--- src/rtl/fwd_hazard_unit.sv ---
// fwd_hazard_unit: EX-stage operand forwarding selects and load-use interlock.
//   CLK/nRST              clock, async active-low reset
//   en, flush             pipeline advance strobe, squash of the ID instruction
//   id_*                  register usage of the instruction currently in ID
//   forwarda/forwardb     registered ALU operand selects for the EX instruction
//   hazard_stall          combinational interlock request (IF/ID hold, bubble to EX)
//   FORWARDING_EN         when defined, forwarding is enabled; otherwise selects
//                         are tied to 000 and every RAW dependency interlocks
module fwd_hazard_unit (
    input  logic       CLK,
    input  logic       nRST,
    input  logic       en,
    input  logic       flush,
    input  logic [4:0] id_rs,
    input  logic [4:0] id_rt,
    input  logic       id_rs_used,
    input  logic       id_rt_used,
    input  logic [4:0] id_wsel,
    input  logic       id_regwen,
    input  logic       id_memread,
    input  logic       id_lui,
    output logic [2:0] forwarda,
    output logic [2:0] forwardb,
    output logic       hazard_stall
);
    typedef struct packed {
        logic [4:0] wsel;
        logic       regwen;
        logic       memread;
        logic       lui;
    } shadow_t;

    shadow_t sh_idex_q, sh_idex_d, sh_exmem_q, sh_exmem_d, id_sh;

    function automatic logic raw(input shadow_t s, input logic [4:0] r, input logic used);
        return used && r != 5'd0 && s.regwen && s.wsel == r;
    endfunction

    assign id_sh = '{wsel: id_wsel, regwen: id_regwen, memread: id_memread, lui: id_lui};

`ifdef FORWARDING_EN
    logic [2:0] forwarda_q, forwarda_d, forwardb_q, forwardb_d;

    // The younger producer (sh_idex) shadows the older one (sh_exmem).
    function automatic logic [2:0] sel(input shadow_t yi, input shadow_t ol,
                                       input logic [4:0] r, input logic used);
        return (raw(yi, r, used) && !yi.memread) ? (yi.lui ? 3'b011 : 3'b001) :
               (raw(ol, r, used) && !ol.memread) ? (ol.lui ? 3'b100 : 3'b010) : 3'b000;
    endfunction

    // Only loads interlock; everything else is forwarded.
    always_comb begin
        hazard_stall = ((raw(sh_idex_q, id_rs, id_rs_used) || raw(sh_idex_q, id_rt, id_rt_used)) && sh_idex_q.memread) ||
                       ((raw(sh_exmem_q, id_rs, id_rs_used) || raw(sh_exmem_q, id_rt, id_rt_used)) && sh_exmem_q.memread);
        forwarda_d   = !en ? forwarda_q : (flush || hazard_stall) ? 3'b000 : sel(sh_idex_q, sh_exmem_q, id_rs, id_rs_used);
        forwardb_d   = !en ? forwardb_q : (flush || hazard_stall) ? 3'b000 : sel(sh_idex_q, sh_exmem_q, id_rt, id_rt_used);
    end

    always_ff @(posedge CLK or negedge nRST) begin
        if (!nRST) begin
            forwarda_q <= 3'b000;
            forwardb_q <= 3'b000;
        end else begin
            forwarda_q <= forwarda_d;
            forwardb_q <= forwardb_d;
        end
    end

    assign forwarda = forwarda_q;
    assign forwardb = forwardb_q;
`else
    logic unused_exmem_fields;

    // Pure interlock: any in-flight producer of a source register stalls ID.
    always_comb begin
        hazard_stall = raw(sh_idex_q, id_rs, id_rs_used) || raw(sh_idex_q, id_rt, id_rt_used) ||
                       raw(sh_exmem_q, id_rs, id_rs_used) || raw(sh_exmem_q, id_rt, id_rt_used);
    end

    assign unused_exmem_fields = ^{sh_exmem_q.memread, sh_exmem_q.lui};
    assign forwarda = 3'b000;
    assign forwardb = 3'b000;
`endif

    always_comb begin
        sh_exmem_d = en ? sh_idex_q : sh_exmem_q;
        sh_idex_d  = !en ? sh_idex_q : (flush || hazard_stall) ? shadow_t'('0) : id_sh;
    end

    always_ff @(posedge CLK or negedge nRST) begin
        if (!nRST) begin
            sh_idex_q  <= '0;
            sh_exmem_q <= '0;
        end else begin
            sh_idex_q  <= sh_idex_d;
            sh_exmem_q <= sh_exmem_d;
        end
    end
endmodule
--- config.mk ---
export PLATFORM = sky130hd
export DESIGN_NAME = fwd_hazard_unit
export DESIGN_NICKNAME = d
export VERILOG_FILES = /design/src/rtl/fwd_hazard_unit.sv
export SDC_FILE = /design/constraint.sdc
export NUM_CORES = 1
export LEC_CHECK = 0
export ABC_AREA = 1
export CORE_UTILIZATION = 55
export DETAILED_ROUTE_END_ITERATION = 16
export DONT_BUFFER_PORTS = 1
export PLACE_DENSITY = 0.8
export SYNTH_ARGS = -nofsm -noshare
export SYNTH_HDL_FRONTEND = slang
export SYNTH_SLANG_ARGS = --single-unit
--- constraint.sdc ---
create_clock -name CLK -period 1.2 [get_ports CLK]
set_clock_uncertainty 0.15 [all_clocks]
set_input_delay 0.06 -clock CLK [delete_from_list [all_inputs] [get_ports CLK]]
set_output_delay 0.06 -clock CLK [all_outputs]
set_load 0.01 [all_outputs]
==> flow_summary.ini <==
[status]
status = finished with violations
violations = DRC, setup timing

[sta]
tightest_slew_ns = 0.5874
maxSlewViolCount = 0
rsz0062_at_grt = true
hold_ws_ns = 0.05154
fin_ws_ns = -0.4213
finalHoldViolations = 0
fin_crit_sh = 1.351
setup_violations = 8
post-route-min-period_ns = 1.621
relSlewSlack = 0.6077
fmax_mhz = 616.8

[power]
ir_drop_v = 0.0008450
clockPowerShare = 0.288
sw_frac_of_total = 0.3048
seq_power_share = 0.434
power_density_nw_per_um2 = 900.9
p_total_w = 0.001109
leakagePower_nw = 0.7307
internal_power_w = 0.0007711
comb_power_share = 0.277
switching_power_w = 0.0003381

[detailed_routing]
wl_per_cell_um = 11.91
route.antenna.remaining_nets = 0
wirelength_um = 2381
drt_iter0_drc = 41
dr_total_vias = 1028
avgViaCountPerCell = 5.140
drcViolationCount = 8
dr.pass1.iters = 10

[setup_path]
cp_slowest_cell = dfrtp_1
r2r.worst_path.cells = 11
worst_ep_arrival_time_ns = 1.41
crit_family = simple AND/OR/NAND/NOR gates
max_stage_delay_ns = 0.42
startpoint = sh_exmem_q[4]
path_common_cell = nand2_2
cp_max_fo = 5
crit_type = flop to primary output
timing.critical_path.cells = inv_2 > nand2_2 > nand2_2 > nand3_2 > nor2_2 > nand3_2 > nand2_2 > nand2_4 > nand2_4
cp.required_ns = 0.99
critical_path_depth = 9
critPathLaunchType = flop
r2r-start = sh_exmem_q[4]
cp-end-kind = primary output
worst-path-buf-inv = 1

[layout]
syn2layout_area_growth_pct = 29.47
final_cells = 200
n_fill_cell = 120
drive_gt1_frac = 0.2011
fin_util = 0.7897
layout.nets = 209
diodes = 0
fin_area_um2 = 1231

[cts]
cts_buffer_depth = 2
clock-sinks = 12
cts_max_level = 1
cts_made_buffers = 3
clock_latency_ns = 0.28
clk_pin_slew_ns = 0.07
cts_root_buf = clkbuf_4
cts_tree = yes

[logic_synthesis]
synth_top_area_share = 0.3158
syn_area_um2 = 950.9
synth_edf_count = 0
synth_flop_cell = dfrtp_1
avgSynthCellArea_um2 = 6.057
yosysUniqueCellTypes = 17
synthTopCellsByArea = dfrtp_1, nand2_1, inv_1
yosys.area.top_type = dfrtp_1
ys_seq_area_frac = 0.3158
synth_common_cells = nand2_1, inv_1, dfrtp_1
ys_ff_latch = 12
postSynthCellCount = 157
async_reset_ff_frac = 1.000
yosys_warnings = 0
yosysMostFrequentCell = nand2_1

[grt]
antenna_found_initial = 0
grtUsageTotal = 0.2627
grt.overflow.total = 0
grt_max_degree = 17
grt_pass1_wl_um = 3712
grt_pass1_vias = 926

[placed_design]
io_buffers = 0
dpl_cell_area_um2 = 1002
post-dp-hpwl_um = 1562
globalplace.congestion = 0.9248
dp.cells = 179

[die]
initial_core_util = 0.6100
core-area_um2 = 1559
die-area_um2 = 1899
fp.dieH_um = 43.58
rows = 14
ios = 31
fp.dieW_um = 43.58

[flow_run]
drv_cap = 0

[worst_hold_path]
min_path_type = input port to async pin
[routing by layer]
layer,vias up,wire length [um],global-route usage
met2,41,1240,0.4866
met1,471,987,0.3253
met3,3,124,0.01667
li1,513,-,-
met5,-,0,0
met4,0,28,0.07500
[logic make-up (layout without fill, tap and decap cells)]
family                    count (synthesis)  in the layout  synth area share
DFF                                      12             12            0.3158
other                                     1              6          0.003944
buffers and inverters                    34             56            0.1605
AOI/OAI and AO/OA                         5              5           0.02631
xor gates and xnor gates                  6              6           0.05526
and+or+nand+nor                          99             99            0.4382
[through the flow]
stage	setup TNS, ns	worst slack (ns)
after floorplan	-0.3426	-0.05709
after global placement	-1.553	-0.2408
after detailed placement	-1.442	-0.2268
after CTS	-2.771	-0.3730
after global routing	-3.491	-0.5321
final	-2.610	-0.4213
[registers in the layout, indices dropped and copies added, names as in the netlist]
signal,flops
sh_exmem_q,6
sh_idex_q,6
[power by group through the flow]
stage	combinational, W	sequential, W	clock, W
after floorplan	0.000181	0.000478	0
after global placement	0.000224	0.000484	0
after detailed placement	0.000228	0.000485	0
after CTS	0.000282	0.000478	0.000322
after global routing	0.000347	0.000486	0.000340
final	0.000308	0.000482	0.000320
[cells in the final DEF (no fill, tap or decap), drive strengths merged]
master	count
nand4	9
dfrtp	12
nand3	6
xnor2	2
dlymetal6s2s	1
o21ai	5
nor2	14
dlygate4sd3	8
buf	17
inv	25
xor2	4
conb	6
nand2	70
clkinvlp	1
clkbuf	4
[final timing paths]
kind                       slack, ns       endpoint
setup reg to reg               -0.41   sh_idex_q[6]
min in group CLK                0.11   sh_idex_q[2]
hold / removal                  0.05   sh_idex_q[2]
setup / recovery               -0.42   hazard_stall
max in group asynchronous       0.49  sh_exmem_q[3]
hold reg to reg                 0.40  sh_exmem_q[2]
[layout make-up]
type	instances	area, um2	area share
clock buffers	4	36.28	0.02947
inverters	26	101.3	0.08232
multi-input cells	116	549.3	0.4461
flip-flops and latches	12	300.3	0.2439
well taps	16	20.02	0.01626
repair buffers	26	224.0	0.1819
[worst register-to-register path, delay by kind of cell (launching register included)]
family / cells / cell delay, ns
DFF: 1 / 0.42
buffers and inverters: 2 / 0.24
and+or+nand+nor: 9 / 0.70
[repair_timing]
item	4_1_cts	5_1_grt
endpoints found under the hold margin	24	0
endpoints found under the setup margin	7	10
gates resized for setup	4	12
setup buffers	6	2
hold buffers	9	0
pin swaps	2	6
(Power assumes the default switching activity.)
